==> src/rtl/enc8b10b_pkg.sv <==
// rtl/enc8b10b_pkg.sv - shared 8b/10b types, control symbols and sub-block decode tables
// Purpose: running-disparity type, K-symbol constants and the 6b/4b sub-block
//          decode functions used by the line decoder (and shared with the encoder).
// Contents:
//   rd_t    running disparity (RD_NEG = -1, RD_POS = +1)
//   disp_t  sub-block disparity class (0, +2, -2, |d|>=4)
//   dec6b   abcdei -> {valid, EDCBA, disp}
//   dec4b   fghj   -> {valid, HGF, disp}
package enc8b10b_pkg;

  typedef enum logic {RD_NEG = 1'b0, RD_POS = 1'b1} rd_t;

  typedef enum logic [1:0] {
    DISP_ZERO = 2'd0,
    DISP_POS  = 2'd1,
    DISP_NEG  = 2'd2,
    DISP_BAD  = 2'd3
  } disp_t;

  localparam logic [8:0] K28_5 = 9'h1BC;
  localparam logic [8:0] K28_1 = 9'h13C;
  localparam logic [8:0] K28_7 = 9'h1FC;

  typedef struct packed {
    logic       valid;
    logic [4:0] data;
    disp_t      disp;
  } dec6_t;

  typedef struct packed {
    logic       valid;
    logic [2:0] data;
    disp_t      disp;
  } dec4_t;

  function automatic disp_t disp6(input logic [5:0] b);
    case ($countones(b))
      3:       return DISP_ZERO;
      4:       return DISP_POS;
      2:       return DISP_NEG;
      default: return DISP_BAD;
    endcase
  endfunction

  function automatic disp_t disp4(input logic [3:0] b);
    case ($countones(b))
      2:       return DISP_ZERO;
      3:       return DISP_POS;
      1:       return DISP_NEG;
      default: return DISP_BAD;
    endcase
  endfunction

  // Both polarities of every 5b/6b code; 001111/110000 are the K28 forms.
  function automatic dec6_t dec6b(input logic [5:0] abcdei);
    dec6_t r;
    r.valid = 1'b1;
    r.data  = 5'd0;
    r.disp  = disp6(abcdei);
    case (abcdei)
      6'b100111, 6'b011000: r.data = 5'd0;
      6'b011101, 6'b100010: r.data = 5'd1;
      6'b101101, 6'b010010: r.data = 5'd2;
      6'b110001:            r.data = 5'd3;
      6'b110101, 6'b001010: r.data = 5'd4;
      6'b101001:            r.data = 5'd5;
      6'b011001:            r.data = 5'd6;
      6'b111000, 6'b000111: r.data = 5'd7;
      6'b111001, 6'b000110: r.data = 5'd8;
      6'b100101:            r.data = 5'd9;
      6'b010101:            r.data = 5'd10;
      6'b110100:            r.data = 5'd11;
      6'b001101:            r.data = 5'd12;
      6'b101100:            r.data = 5'd13;
      6'b011100:            r.data = 5'd14;
      6'b010111, 6'b101000: r.data = 5'd15;
      6'b011011, 6'b100100: r.data = 5'd16;
      6'b100011:            r.data = 5'd17;
      6'b010011:            r.data = 5'd18;
      6'b110010:            r.data = 5'd19;
      6'b001011:            r.data = 5'd20;
      6'b101010:            r.data = 5'd21;
      6'b011010:            r.data = 5'd22;
      6'b111010, 6'b000101: r.data = 5'd23;
      6'b110011, 6'b001100: r.data = 5'd24;
      6'b100110:            r.data = 5'd25;
      6'b010110:            r.data = 5'd26;
      6'b110110, 6'b001001: r.data = 5'd27;
      6'b001110:            r.data = 5'd28;
      6'b001111, 6'b110000: r.data = 5'd28;
      6'b101110, 6'b010001: r.data = 5'd29;
      6'b011110, 6'b100001: r.data = 5'd30;
      6'b101011, 6'b010100: r.data = 5'd31;
      default:              r.valid = 1'b0;
    endcase
    return r;
  endfunction

  // 1110/0001 is the primary .7, 0111/1000 the alternate .7.
  function automatic dec4_t dec4b(input logic [3:0] fghj);
    dec4_t r;
    r.valid = 1'b1;
    r.data  = 3'd0;
    r.disp  = disp4(fghj);
    case (fghj)
      4'b1011, 4'b0100: r.data = 3'd0;
      4'b1001:          r.data = 3'd1;
      4'b0101:          r.data = 3'd2;
      4'b1100, 4'b0011: r.data = 3'd3;
      4'b1101, 4'b0010: r.data = 3'd4;
      4'b1010:          r.data = 3'd5;
      4'b0110:          r.data = 3'd6;
      4'b1110, 4'b0001: r.data = 3'd7;
      4'b0111, 4'b1000: r.data = 3'd7;
      default:          r.valid = 1'b0;
    endcase
    return r;
  endfunction

endpackage

==> src/rtl/decoder_10b8b_lut.sv <==
// rtl/decoder_10b8b_lut.sv - combinational 10b symbol decode with RD and error checks
// Purpose: decodes one 10-bit symbol against an incoming running disparity.
// Ports:
//   symbol    in  10  [9:4]=abcdei (a=bit9), [3:0]=fghj (f=bit3)
//   rd_in     in  rd_t running disparity before the symbol
//   data9     out 9   {K, HGFEDCBA}; zero on code_err
//   code_err  out 1   symbol not a legal data or control code
//   disp_err  out 1   sub-block disparity illegal for the current RD (never with code_err)
//   rd_out    out rd_t running disparity after the symbol
module decoder_10b8b_lut
  import enc8b10b_pkg::*;
(
  input  logic [9:0] symbol,
  input  rd_t        rd_in,
  output logic [8:0] data9,
  output logic       code_err,
  output logic       disp_err,
  output rd_t        rd_out
);

  logic [5:0] six;
  logic [3:0] four;
  logic       k28_pos;
  dec6_t      r6;
  dec4_t      r4;
  disp_t      d4;
  rd_t        rd_mid;
  logic       de6, de4;
  logic       is_k28, is_a7, is_p7, is_kx7, a7_ok;

  assign six  = symbol[9:4];
  assign four = symbol[3:0];

  // K28 sent from RD+ is the bitwise complement of the RD- form, so its
  // 4b part is decoded after complementing; disparity is swapped back below.
  assign k28_pos = (six == 6'b110000);
  assign r6      = dec6b(six);
  assign r4      = dec4b(k28_pos ? ~four : four);

  assign is_k28 = (six == 6'b001111) || k28_pos;
  assign is_a7  = (four == 4'b0111) || (four == 4'b1000);
  assign is_p7  = (four == 4'b1110) || (four == 4'b0001);
  assign is_kx7 = is_a7 && !is_k28 && (r6.data inside {5'd23, 5'd27, 5'd29, 5'd30});

  always_comb begin
    rd_mid = rd_in;
    de6    = 1'b0;
    case (r6.disp)
      DISP_ZERO: de6 = ((six == 6'b000111) && (rd_in != RD_POS)) ||
                       ((six == 6'b111000) && (rd_in != RD_NEG));
      DISP_POS: begin
        de6    = (rd_in == RD_POS);
        rd_mid = RD_POS;
      end
      DISP_NEG: begin
        de6    = (rd_in == RD_NEG);
        rd_mid = RD_NEG;
      end
      default: ;
    endcase
    // 111100/000011 have |d|=2 but are not codes; they leave RD alone.
    if (!r6.valid) begin
      rd_mid = rd_in;
      de6    = 1'b0;
    end
  end

  always_comb begin
    d4 = r4.disp;
    if (k28_pos && (r4.disp == DISP_POS)) d4 = DISP_NEG;
    if (k28_pos && (r4.disp == DISP_NEG)) d4 = DISP_POS;
  end

  always_comb begin
    rd_out = rd_mid;
    de4    = 1'b0;
    case (d4)
      DISP_ZERO: de4 = ((four == 4'b0011) && (rd_mid != RD_POS)) ||
                       ((four == 4'b1100) && (rd_mid != RD_NEG));
      DISP_POS: begin
        de4    = (rd_mid == RD_POS);
        rd_out = RD_POS;
      end
      DISP_NEG: begin
        de4    = (rd_mid == RD_NEG);
        rd_out = RD_NEG;
      end
      default: ;
    endcase
  end

  // The alternate .7 only appears where the primary would produce a run of five.
  assign a7_ok = ((r6.data inside {5'd17, 5'd18, 5'd20}) && (rd_mid == RD_NEG)) ||
                 ((r6.data inside {5'd11, 5'd13, 5'd14}) && (rd_mid == RD_POS));

  always_comb begin
    code_err = !r6.valid || !r4.valid ||
               (is_k28 && is_p7) ||
               (is_a7 && !is_k28 && !is_kx7 && !a7_ok);
    data9    = code_err ? 9'h000 : {is_k28 || is_kx7, r4.data, r6.data};
    disp_err = !code_err && (de6 || de4);
  end

endmodule

==> src/rtl/decoder_10b8b.sv <==
// rtl/decoder_10b8b.sv - registered 10b/8b line decoder with running disparity tracking
// Purpose: receive-side 8b/10b decoder, one symbol per push, one cycle latency.
// Parameters:
//   CHECK_DISP  1: report disparity errors; 0: disp_err tied low (RD still tracked)
// Ports:
//   clk       in  1   rising-edge clock
//   reset     in  1   synchronous, active-high
//   pushin    in  1   datain/startin valid
//   datain    in  10  symbol, abcdei in [9:4], fghj in [3:0]
//   startin   in  1   first symbol of a frame; restarts RD at -1
//   pushout   out 1   outputs below valid
//   dataout   out 9   {K, HGFEDCBA}
//   startout  out 1   startin delayed with its symbol
//   code_err  out 1   illegal symbol
//   disp_err  out 1   disparity violation
module decoder_10b8b
  import enc8b10b_pkg::*;
#(
  parameter bit CHECK_DISP = 1'b1
) (
  input  logic       clk,
  input  logic       reset,
  input  logic       pushin,
  input  logic [9:0] datain,
  input  logic       startin,
  output logic       pushout,
  output logic [8:0] dataout,
  output logic       startout,
  output logic       code_err,
  output logic       disp_err
);

  rd_t        rd_q;
  rd_t        rd_in;
  rd_t        rd_next;
  logic [8:0] lut_data;
  logic       lut_code_err;
  logic       lut_disp_err;

  // A frame start decodes from RD=-1 regardless of history.
  assign rd_in = (pushin && startin) ? RD_NEG : rd_q;

  decoder_10b8b_lut u_lut (
    .symbol   (datain),
    .rd_in    (rd_in),
    .data9    (lut_data),
    .code_err (lut_code_err),
    .disp_err (lut_disp_err),
    .rd_out   (rd_next)
  );

  always_ff @(posedge clk) begin
    if (reset) begin
      pushout  <= 1'b0;
      dataout  <= 9'h000;
      startout <= 1'b0;
      code_err <= 1'b0;
      disp_err <= 1'b0;
      rd_q     <= RD_NEG;
    end else begin
      pushout <= pushin;
      if (pushin) begin
        dataout  <= lut_data;
        startout <= startin;
        code_err <= lut_code_err;
        disp_err <= CHECK_DISP ? lut_disp_err : 1'b0;
        rd_q     <= rd_next;
      end
    end
  end

endmodule
==> config.mk <==
export PLATFORM = sky130hd
export DESIGN_NAME = decoder_10b8b
export DESIGN_NICKNAME = d
export VERILOG_FILES = /design/src/rtl/enc8b10b_pkg.sv /design/src/rtl/decoder_10b8b_lut.sv /design/src/rtl/decoder_10b8b.sv
export SDC_FILE = /design/constraint.sdc
export NUM_CORES = 1
export LEC_CHECK = 0
export BUFFER_PORTS_ARGS = -buffer_cell sky130_fd_sc_hd__buf_4
export CORE_AREA = 5 5 85 87
export CTS_CLUSTER_SIZE = 24
export DETAILED_ROUTE_END_ITERATION = 7
export DIE_AREA = 0 0 90 92
export MAX_ROUTING_LAYER = met4
export PLACE_DENSITY = 0.58
export SLEW_MARGIN = 10
export SYNTH_ARGS = -nofsm -noshare
export SYNTH_HDL_FRONTEND = slang
export SYNTH_SLANG_ARGS = --single-unit
==> constraint.sdc <==
create_clock -name clk -period 4 [get_ports clk]
set_input_delay 0.4 -clock clk [delete_from_list [all_inputs] [get_ports clk]]
set_output_delay 0.4 -clock clk [all_outputs]
set_load 0.05 [all_outputs]
==> run summary, run 1 <==
The run finished with clean final reports. Walking the worst path, the cells encountered are buf_4, inv_1, ha_1, and3_1, xnor2_1, ha_1, inv_1, ha_1, fa_1, xor2_1, nor2_1, inv_1, ha_1, o21bai_1, mux2i_1, o22ai_1, a32o_1. The routed wire length per instance was 14.1 microns; the number of DRC markers after the initial detailed-route iteration was 95.

The worst register-to-register path begins at rd_q$_SDFFE_PP0P_. The run gives 0.910 as the final weighted congestion in routability-driven placement. The tools report the sort of element at the end of the critical path as a flip-flop. The clock period could shrink to 3.55 ns. The worst min-delay path endpoint was code_err$_SDFFE_PP0P_. The initial antenna violation count was 0. The fraction of final layout cells sized beyond drive strength 1 came out at 18.1%. Clock buffer count from CTS: 3. The compound-gate portion of the synthesized area works out to 26.4%. After detailed placement, the total cell area comes to 2350 sq um.

In this run the vertical extent of the chip is 92 microns. After synthesis the netlist holds a flip-flop and latch count of 14. In this run the core area contains 29 standard-cell rows. The total overflow left after global routing is 0. In this run the post-CTS setup repair buffer count came out at 0. Using the TritonRoute via totals, the vias-per-cell ratio works out to 5.50. The normalized max-slew margin is 52.8%.

The run gives 21.3% as the met2 routing resource usage after global routing. Counting cells, the worst reg-to-reg path comes to 6. Top-level port count: 27. The global routing usage on met1 came out at 16.4%. The final layout contains routed wiring with a total length of 5.07 mm. For the reg2reg setup slack, the log shows 2.19 ns. Along the worst hold path, the cell count comes to 2.

After clock tree synthesis, the clock-pin slew on the worst setup and hold paths is 0.05 ns. Data on the critical path is required at its endpoint by 4.12 ns. The kind of critical path is primary input to flip-flop. The share of async-settable or async-resettable flops after synthesis was 0%; the number of global-route vias before repair was 1977. Cells fill 38.1% of the core in the end. The pin count of the biggest net entering global routing was 18. The simple-gate area share of the yosys netlist works out to 22.5%. The completed layout was analyzed and its total power is 0.578 mW.

After detailed placement, the design holds a cell count of 356. The first global-routing pass estimated 9.03 mm of wire. The top fanout value on the critical path works out to 5.

The HPWL after detailed placement is 4.09 mm. For the cell area after layout, the log shows 2390 sq um. The number of buffers and inverters on the critical path is 4.

The initial utilization of the core area, before any placement, comes to 34.3%. The max-slew violation count is 0, and the net count reported at finish is 333. Across the routed clock network, the largest skew measured is 0.00474 ns. OpenSTA, run right after detailed placement, puts the worst setup slack at 0.212 ns. For the smallest setup slack after layout, the log shows 0.452 ns.

The width of the die works out to 90 microns. The cell family contributing the most delay on the critical path was adder cells. Setup repair after global routing left no endpoint under its margin. In the layout the commonest cells are sky130_fd_sc_hd__ha_1, sky130_fd_sc_hd__buf_4, sky130_fd_sc_hd__inv_1. Summing the areas of all fa, ha and maj instances in the mapped netlist gives 21.4% of the synthesized area. TritonCTS built the clock tree. The cell with the largest stage delay on the worst path was sky130_fd_sc_hd__fa_1. The run gives 8280 sq um as the die outline area. The final number of hold-violating endpoints came out at 0. The run gives 0 as the number of setup violations in the final report. The repair_antennas step left the layout with diodes totalling 0. At the later pin of the worst-skew pair, clock insertion delay measures 0.24 ns. The sequential-to-total area share from yosys stat was 13.0%; the post-synthesis mux area share was 2.39%.

In this run the deepest clock path goes through 2 buffers. The tools report the count of non-filler cells in the finished layout as 359. For this run, global-route usage on met3 was measured as 2.37%.

The dominant combinational cell family by area after synthesis is compound AO/OA/AOI/OAI gates. The total power density per cell area was 241 nW/um^2. The CTS sink count was 14; the final routed DRC violation total was 0. After floorplanning, the core was sized to cover 6280 sq um. The root buffer cell chosen for the clock tree is sky130_fd_sc_hd__clkbuf_8.

Counting stages on the worst path, the most repeated cell is sky130_fd_sc_hd__ha_1. For the worst setup path, the data arrival time is 3.67 ns. At the pin with the least slew margin, the transition time is 0.705 ns.

On the final layout, the worst hold slack is 0.353 ns. For this run, the total global-route usage over all layers was measured as 12.8%. The max-capacitance violation count came out at 0.

Count of buffers inserted at the top-level ports: 26. The first detailed-routing pass took 7 iterations. The run gives 0.274 mV as the maximum ir drop on the vdd rail.

Timing would allow up to 282 MHz. Synthesis produced a netlist whose cell count is 265. Relative to the synthesized area, the layout overhead comes to 11.3%. The post-synth design cell area was 2150 sq um. After clock tree synthesis, the repair step resized 0 gates. The most used flip-flop cell after synthesis is sky130_fd_sc_hd__dfxtp_1. The logs give 1 for the maximum level of the CTS H-tree and 0 for the number of hold-repair buffers added at the cts stage. The run gives 0 ns as the aggregate negative setup slack.

The busiest metal layer after global routing was met2. The XOR/XNOR share of the synthesized area was 2.85%; the number of nets with antenna violations after routing was 0. After synthesis, the netlist uses 53 different library cells.

Startpoint type of the worst setup path: a primary input. Counting flops with a built-in enable in the synthesized netlist gives 0. The static leakage was 1.17 nW. The startpoint of the lowest-slack hold path was reset. The peak per-stage delay on the critical path was 0.45 ns. The via total after detailed routing came out at 1975.

The worst register-to-register path ends at dataout[4]$_SDFFE_PP0P_. Number of fill cells in the layout: 653. The critical path depth is 17, and the net count after synthesis is 314. The average instance in the mapped netlist occupies 8.12 sq um. During synthesis, Yosys emitted a total of 0 warnings. The path class of the tightest hold or removal check is primary input to flip-flop. The final critical path takes up 88.7% of the cycle.
[state kept, by name, indices dropped and copies added (netlist names)]
signal    cells
startout      1
pushout       1
disp_err      1
rd_q          1
code_err      1
dataout       9
[cells by family (layout without fill, tap and decap cells)]
| family | Yosys count | count (layout) |
|---|---|---|
| buffers and inverters | 48 | 65 |
| muxes | 5 | 5 |
| adders and majority gates | 35 | 35 |
| DFF | 14 | 14 |
| xor gates and xnor gates | 7 | 7 |
| and+or+nand+nor | 85 | 85 |
| AOI/OAI and AO/OA | 71 | 71 |
[layout make-up]
type	instances	area, sq um	share of cell area (%)
inverters	30	113	4.70
flip-flops and latches	14	280	11.7
clock buffers	3	41.3	1.73
well taps	77	96.3	4.03
repair buffers	32	240	10.0
multi-input cells	203	1620	67.8
[synth_stat cells, types with 3 or more instances]
cell type                  number  area [sq um]
sky130_fd_sc_hd__dfxtp_1       14           280
sky130_fd_sc_hd__a22oi_1        4          30.0
sky130_fd_sc_hd__a21oi_1        7          35.0
sky130_fd_sc_hd__a21o_1         3          22.5
sky130_fd_sc_hd__buf_6          7          78.8
sky130_fd_sc_hd__ha_1          32           400
sky130_fd_sc_hd__o211ai_1       4          30.0
sky130_fd_sc_hd__buf_2          6          30.0
sky130_fd_sc_hd__inv_1         30           113
sky130_fd_sc_hd__nand3_1       17          85.1
sky130_fd_sc_hd__and3_1         4          25.0
sky130_fd_sc_hd__fa_1           3          60.1
sky130_fd_sc_hd__a32o_1         8          80.1
sky130_fd_sc_hd__nand4_1        5          31.3
sky130_fd_sc_hd__xnor2_1        4          35.0
sky130_fd_sc_hd__a311oi_1       3          26.3
sky130_fd_sc_hd__nand2_1       24          90.1
sky130_fd_sc_hd__nor2b_1        6          37.5
sky130_fd_sc_hd__clkbuf_1       3          11.3
sky130_fd_sc_hd__mux2i_1        4          40.0
sky130_fd_sc_hd__a22o_1         8          70.1
sky130_fd_sc_hd__nor2_1        13          48.8
sky130_fd_sc_hd__xor2_1         3          26.3
sky130_fd_sc_hd__o21ai_0       10          50.1
sky130_fd_sc_hd__o21ai_1        6          30.0
[per-layer routing]
metal	wire, microns	up-vias	share of wire [%]
met5	0	-	0
met4	36	0	0.71
met3	319	4	6.3
met2	2420	69	48
met1	2300	912	45
li1	-	990	-
[how the worst max path moves through the flow]
| stage | startpoint | end | slack, ns |
|---|---|---|---|
| floorplan | datain[6] | dataout[0]$_SDFFE_PP0P_ | 0.45 |
| global placement | datain[7] | disp_err$_SDFFE_PP0P_ | 0.35 |
| detailed placement | datain[6] | disp_err$_SDFFE_PP0P_ | 0.21 |
| CTS | datain[6] | disp_err$_SDFFE_PP0P_ | 0.45 |
| global route | datain[6] | disp_err$_SDFFE_PP0P_ | 0.16 |
| finish | datain[6] | disp_err$_SDFFE_PP0P_ | 0.45 |
[power breakdown]
part	switching, mW	leakage [nW]	internal (mW)
clock network	0.0438	0.0216	0.0663
registers	0.00360	0.114	0.148
logic	0.191	1.03	0.126
total	0.238	1.17	0.340
Note: power is estimated with default switching activity, not from simulation.
==> run 2, diff against run 1 <==
==> constraint.sdc (replaced) <==
create_clock -name clk -period 4 [get_ports clk]
set_input_delay 0.8 -clock clk [delete_from_list [all_inputs] [get_ports clk]]
set_output_delay 0.8 -clock clk [all_outputs]
set_load 0.05 [all_outputs]
==> run summary, run 2 (synthesis results as in run 1) <==
The tools report the worst-case clock skew as 0.000294 ns (was 0.00474 ns). The kind of critical path was primary input to flip-flop (unchanged). The logs give 0.367 mW (was 0.340 mW) for the internal power and 1640 sq um (was 1620 sq um) for the area used by multi-input combinational logic.

Setup repair after global routing could not meet its margin everywhere. The sort of element at the end of the critical path is a flip-flop (unchanged). The logs give 0.170 ns (was 0.452 ns) for the smallest setup slack after layout and 0 (unchanged) for the max-capacitance violation count.

The maximum level of the CTS H-tree is 1 (unchanged), and the top-level port count is 27 (unchanged). Leaving out fill and tap cells, the most frequent cell in the layout is sky130_fd_sc_hd__buf_4. The flip-flop count of the largest register after layout is 9 (unchanged), and the maximum clock frequency is 261 MHz (was 282 MHz). The normalized max-slew margin came out at 54.6% (was 52.8%). The net count reported at finish is 353 (was 333). The clock root buffer master was sky130_fd_sc_hd__clkbuf_8 (unchanged). The height of the die came out at 92 microns (unchanged).

The HPWL after detailed placement is 4.25 mm (was 4.09 mm). The combinational share of power is 57.3% (was 54.8%), and the maximum ir drop on the vdd rail is 0.208 mV (was 0.274 mV). The worst min-delay path category was flip-flop to flip-flop (was primary input to flip-flop).

The flow ran to the end, and the final reports show no timing, DRC or antenna violations. The final critical path time including I/O delays and setup was 3.83 ns (was 3.55 ns); the number of nets with antenna violations after routing was 0 (unchanged). The total detailed-routing wirelength is 5.36 mm (was 5.07 mm). The total net switching power is 0.247 mW (was 0.238 mW), and the area taken by flip-flops and latches is 280 sq um (unchanged).

The clock share of power was 18.1% (was 19.1%); the number of antenna cells inserted was 0 (unchanged). The run gives 2023 (was 1975) as the via total after detailed routing. The final routed DRC violation total was 0 (unchanged); the routed wire length per instance was 14.1 microns (about the same). The area of the core came out at 6280 sq um (unchanged). The logs give 647 (was 653) for the number of fill cells in the layout and 40.8% (was 38.1%) for the final core utilization. The pin count of the biggest net entering global routing was 18 (unchanged). The effective utilization at floorplan is 34.3% (unchanged). Register name with the most flops: dataout (unchanged).

The data required time at the worst endpoint was 4.13 ns (was 4.12 ns); the floorplan row count was 29 (unchanged). The post-synthesis to final-layout area growth was 19.0% (was 11.3%); the number of setup violations in the final report was 0 (unchanged). For the number of hold-repair buffers added at the cts stage, the log shows 0 (unchanged). The clock buffer count from CTS came out at 3 (unchanged).

Latest clock arrival within the worst-skew pair: 0.24 ns (about the same). The initial antenna violation count was 0 (unchanged). Top library cells by usage in the layout, fill and taps aside: sky130_fd_sc_hd__buf_4, sky130_fd_sc_hd__ha_1, sky130_fd_sc_hd__inv_1 (was sky130_fd_sc_hd__ha_1, sky130_fd_sc_hd__buf_4, sky130_fd_sc_hd__inv_1). The tools report the post-place setup slack as -0.114 ns (was 0.212 ns). The logs give 14 (unchanged) for the CTS sink count and 8280 sq um (unchanged) for the die outline area.

The run gives 0.615 mW (was 0.578 mW) as the final total power. The routed via count divided by cell count was 5.34 (was 5.50); the clock-pin slew on the worst setup and hold paths was 0.05 ns (about the same). The tools report the static leakage as 1.27 nW (was 1.17 nW). The overall global routing resource usage is 13.3% (was 12.8%), and the fraction of power spent switching nets is 40.2% (was 41.2%). The ratio of final minimum period to clock period was 95.7% (was 88.7%). TritonCTS built the clock tree.

The detailed-router iteration count before antenna repair came out at 4 (was 7). The tools report the startpoint type of the worst setup path as a primary input (unchanged). The logs give 9.20 mm (was 9.03 mm) for the global-route wire length before repair and 3.96 ns (was 3.67 ns) for the data arrival time of the critical path.

Fraction of final layout cells sized beyond drive strength 1: 24.5% (was 18.1%). The final weighted congestion in routability-driven placement is 0.880 (was 0.910). The number of DRC markers after the initial detailed-route iteration was 71 (was 95); the aggregate negative setup slack was 0 ns (unchanged).

The number of global-route vias before repair came out at 1998 (was 1977). The top fanout value on the critical path was 5 (unchanged); the slew at the pin closest to its max-slew limit was 0.678 ns (was 0.705 ns). The total congestion overflow was 0 (unchanged). The width of the die is 90 microns (unchanged), and the final number of hold-violating endpoints is 0 (unchanged). The total power density per cell area was 240 nW/um^2 (was 241 nW/um^2); the number of buffers on the longest clock path was 2 (unchanged). Count of buffers inserted at the top-level ports: 26 (unchanged).

The max-slew violation count was 0 (unchanged); the share of total power in sequential cells was 24.6% (was 26.2%).
run 2: power by group through the flow:
stage                     Clock (mW)  Sequential [mW]  Combinational (mW)
final                          0.111            0.151               0.352
after global routing           0.120            0.152               0.397
after CTS                      0.113            0.151               0.354
after global placement             0            0.154               0.350
after floorplan                    0            0.176               0.222
after detailed placement           0            0.154               0.352
run 2: final timing paths:
check / startpoint / end / slack (ns) / cells past startpoint
max: datain[8] / disp_err$_SDFFE_PP0P_ / 0.17 / 16
min: dataout[2]$_SDFFE_PP0P_ / dataout[2]$_SDFFE_PP0P_ / 0.47 / 1
max reg2reg: rd_q$_SDFFE_PP0P_ / dataout[0]$_SDFFE_PP0P_ / 2.16 / 6
min reg2reg: dataout[2]$_SDFFE_PP0P_ / dataout[2]$_SDFFE_PP0P_ / 0.47 / 1
run 2: worst max-delay path: stages:
cell and delay, ns:
sky130_fd_sc_hd__buf_4 0.12, sky130_fd_sc_hd__ha_1 0.27, sky130_fd_sc_hd__and3_2 0.29, sky130_fd_sc_hd__xnor2_2 0.16, sky130_fd_sc_hd__ha_1 0.28, sky130_fd_sc_hd__inv_1 0.04, sky130_fd_sc_hd__ha_1 0.19, sky130_fd_sc_hd__fa_1 0.49
sky130_fd_sc_hd__xor2_1 0.18, sky130_fd_sc_hd__nor2_1 0.19, sky130_fd_sc_hd__inv_1 0.09, sky130_fd_sc_hd__ha_1 0.18, sky130_fd_sc_hd__a41o_1 0.21, sky130_fd_sc_hd__mux2i_1 0.14, sky130_fd_sc_hd__o22ai_1 0.10, sky130_fd_sc_hd__a32o_1 0.25
run 2: layout make-up:
cell class / count / share of cell area (%)
multi-input cells: 203 / 64.0
repair buffers: 52 / 15.2
flip-flops and latches: 14 / 10.9
inverters: 30 / 4.40
well taps: 77 / 3.76
clock buffers: 3 / 1.61
run 2: through the flow:
| step | cell area, sq um | cells | hold slack (ns) |
|---|---|---|---|
| after CTS | 2540 | 379 | 0.473 |
| after global placement | 2500 | 376 | 0.454 |
| final | 2560 | 379 | 0.468 |
| after global routing | 2560 | 379 | 0.478 |
| after floorplan | 2150 | 265 | 0.453 |
| after detailed placement | 2500 | 376 | 0.460 |
run 2: routing by layer:
metal,vias to the layer above,GRT usage [%],part of all wire (%)
met5,-,-,0
met4,0,3.23,1.7
met3,10,3.03,4.7
met2,58,22.4,48
met1,929,16.1,45
li1,1026,-,-
run 2: repair_timing:
action,in CTS,in global routing
buffers inserted,0,0
resized for setup,0,3
setup endpoints to repair,0,1
==> run 3, diff against run 2 <==
--- a/config.mk
+++ b/config.mk
@@ -10,7 +10,6 @@
 export CTS_CLUSTER_SIZE = 24
 export DETAILED_ROUTE_END_ITERATION = 7
 export DIE_AREA = 0 0 90 92
-export MAX_ROUTING_LAYER = met4
 export PLACE_DENSITY = 0.58
 export SLEW_MARGIN = 10
 export SYNTH_ARGS = -nofsm -noshare
==> run summary, run 3 (synthesis results as in run 1) <==
The run finished with clean final reports. Data arrival time of the critical path: 3.96 ns (about the same). The post-place instance area was 2500 sq um (unchanged).

The worst reg-to-reg path cell count is 6 (unchanged). The run gives 0 (unchanged) as the final number of hold-violating endpoints. The tools report the clock root buffer master as sky130_fd_sc_hd__clkbuf_8 (unchanged).

The floorplan row count is 29 (unchanged). The top fanout value on the critical path is 5 (unchanged), and the clock-pin slew on the worst setup and hold paths is 0.05 ns (about the same). The CTS sink count was 14 (unchanged). The logs give 40.8% (unchanged) for the final core utilization and 5 (was 4) for the detailed-router iteration count before antenna repair.

For the static leakage, the log shows 1.27 nW (unchanged). TritonCTS built the clock tree. The peak per-stage delay on the critical path was 0.49 ns (about the same).

The startpoint of the lowest-slack hold path is dataout[2]$_SDFFE_PP0P_ (unchanged). The run gives 0 (unchanged) as the initial antenna violation count. Top library cells by usage in the layout, fill and taps aside: sky130_fd_sc_hd__buf_4, sky130_fd_sc_hd__ha_1, sky130_fd_sc_hd__inv_1 (unchanged).

The startpoint type of the worst setup path is a primary input (unchanged). Critical path depth: 16 (unchanged). The overall global routing resource usage was 12.9% (was 13.3%); the flip-flop count of the largest register after layout was 9 (unchanged). The most common library cell in the layout ignoring fill and taps was sky130_fd_sc_hd__buf_4 (unchanged). The final critical path time including I/O delays and setup was 3.83 ns (about the same); the number of hold-repair buffers added at the cts stage was 0 (unchanged). The area of the core is 6280 sq um (unchanged). The cell family contributing the most delay on the critical path was adder cells (unchanged).

The routed wire length per instance came out at 14.1 microns (about the same). The cell occurring most often along the worst timing path was sky130_fd_sc_hd__ha_1 (unchanged). Maximum ir drop on the vdd rail: 0.208 mV (about the same). For the final routed DRC violation total, the log shows 0 (unchanged). The logs give 4.25 mm (unchanged) for the HPWL after detailed placement and 0.24 ns (about the same) for the latest clock arrival within the worst-skew pair.

The total power density per cell area was 240 nW/um^2 (about the same). The routed via count divided by cell count is 5.35 (was 5.34), and the maximum level of the CTS H-tree is 1 (unchanged). The max-capacitance violation count was 0 (unchanged). The cell area after layout is 2560 sq um (unchanged), and the fraction of final layout cells sized beyond drive strength 1 is 24.5% (unchanged). The tools report the pin count of the biggest net entering global routing as 18 (unchanged). The ratio of final minimum period to clock period was 95.6% (was 95.7%). The run gives 0 (unchanged) as the total congestion overflow. Cell with the largest stage delay on the worst path: sky130_fd_sc_hd__fa_1 (unchanged). The die outline area came out at 8280 sq um (unchanged). The post-route worst hold slack is 0.468 ns (about the same). The width of the die came out at 90 microns (unchanged). Startpoint of the worst setup timing path: datain[8] (unchanged). The top-level port count is 27 (unchanged), and the worst-case clock skew is 0.000270 ns (was 0.000294 ns). The number of setup violations in the final report is 0 (unchanged), and the number of buffers and inverters on the critical path is 3 (unchanged). The count of buffers inserted at the top-level ports came out at 26 (unchanged). The run gives 53.9% (was 54.6%) as the normalized max-slew margin. The logs give 353 (unchanged) for the net count reported at finish and 4.13 ns (about the same) for the data required time at the worst endpoint. The reg-to-reg startpoint was rd_q$_SDFFE_PP0P_ (unchanged).

The run gives 100 (was 71) as the number of DRC markers after the initial detailed-route iteration. The tools report the number of buffers on the longest clock path as 2 (unchanged). Setup repair after global routing could not meet its margin everywhere.

The tools report the max-slew violation count as 0 (unchanged). Worst hold path depth: 1 (unchanged). The run gives 0 (unchanged) as the number of antenna cells inserted. The worst min-delay path category was flip-flop to flip-flop (unchanged).

The post-synthesis to final-layout area growth is 19.0% (unchanged). The logs give 2005 (was 1998) for the number of global-route vias before repair and 9.19 mm (was 9.20 mm) for the global-route wire length before repair. Slew at the pin closest to its max-slew limit: 0.689 ns (was 0.678 ns).

The run gives 3 (unchanged) as the clock buffer count from CTS. The logs give 0.866 (was 0.880) for the final weighted congestion in routability-driven placement and 0 (unchanged) for the number of nets with antenna violations after routing. The via total after detailed routing was 2028 (was 2023).

The register name with the most flops was dataout (unchanged). The height of the die was 92 microns (unchanged). Critical path cell sequence: buf_4, ha_1, and3_2, xnor2_2, ha_1, inv_1, ha_1, fa_1, xor2_1, nor2_1, inv_1, ha_1, a41o_1, mux2i_1, o22ai_1, a32o_1 (unchanged). The maximum clock frequency is 261 MHz (about the same), and the total detailed-routing wirelength is 5.36 mm (about the same). The effective utilization at floorplan is 34.3% (unchanged).

The kind of critical path was primary input to flip-flop (unchanged). The sort of element at the end of the critical path is a flip-flop (unchanged).
## run 3: cell type report
cell class                      count  area, sq um
Fill cell                         647         3720
Multi-Input combinational cell    203         1640
Timing Repair Buffer               52          390
Sequential cell                    14          280
Inverter                           30          113
Tap cell                           77         96.3
Clock buffer                        3         41.3
## run 3: through the flow
| step | worst slack [ns] | total power [mW] | setup TNS (ns) | cells |
|---|---|---|---|---|
| 3_3_place_gp | -0.0256 | 0.505 | -0.0256 | 376 |
| 5_1_grt | 0.00230 | 0.669 | 0 | 379 |
| 6_report | 0.175 | 0.615 | 0 | 379 |
| 3_5_place_dp | -0.114 | 0.506 | -0.216 | 376 |
| 4_1_cts | 0.129 | 0.618 | 0 | 379 |
| 2_1_floorplan | 0.0511 | 0.398 | 0 | 265 |
## run 3: repair_timing
item / 4_1_cts / 5_1_grt
setup buffers: 0 / 0
gates resized for setup: 0 / 3
setup endpoints to repair: 0 / 1
hold endpoints to repair: 0 / 0
## run 3: metal layers
metal	global-route usage (%)	part of all wire, %
met3	3.03	4.6
met1	16.0	45
met5	0	0
met2	22.3	48
met4	3.23	1.7
## run 3: worst register-to-register path, delay by kind of cell (launching register included)
kind | cells | cell delay [ns]
AO/OA/AOI/OAI | 2 | 0.73
buffers and inverters | 1 | 0.19
flip-flops | 1 | 0.32
multiplexers | 1 | 0.19
AND/OR/NAND/NOR | 2 | 0.29
## run 3: report_power, final
part           internal [mW]  switching (mW)  total, mW
registers              0.148         0.00379      0.151
logic                  0.154           0.199      0.353
clock network         0.0664          0.0447      0.111
total                  0.367           0.248      0.615
## run 3: worst paths after layout
kind                                           endpoint  slack, ns
worst max register to register  dataout[0]$_SDFFE_PP0P_       2.17
worst min register to register  dataout[2]$_SDFFE_PP0P_       0.47
worst min-delay path            dataout[2]$_SDFFE_PP0P_       0.47
worst max-delay path              disp_err$_SDFFE_PP0P_       0.17
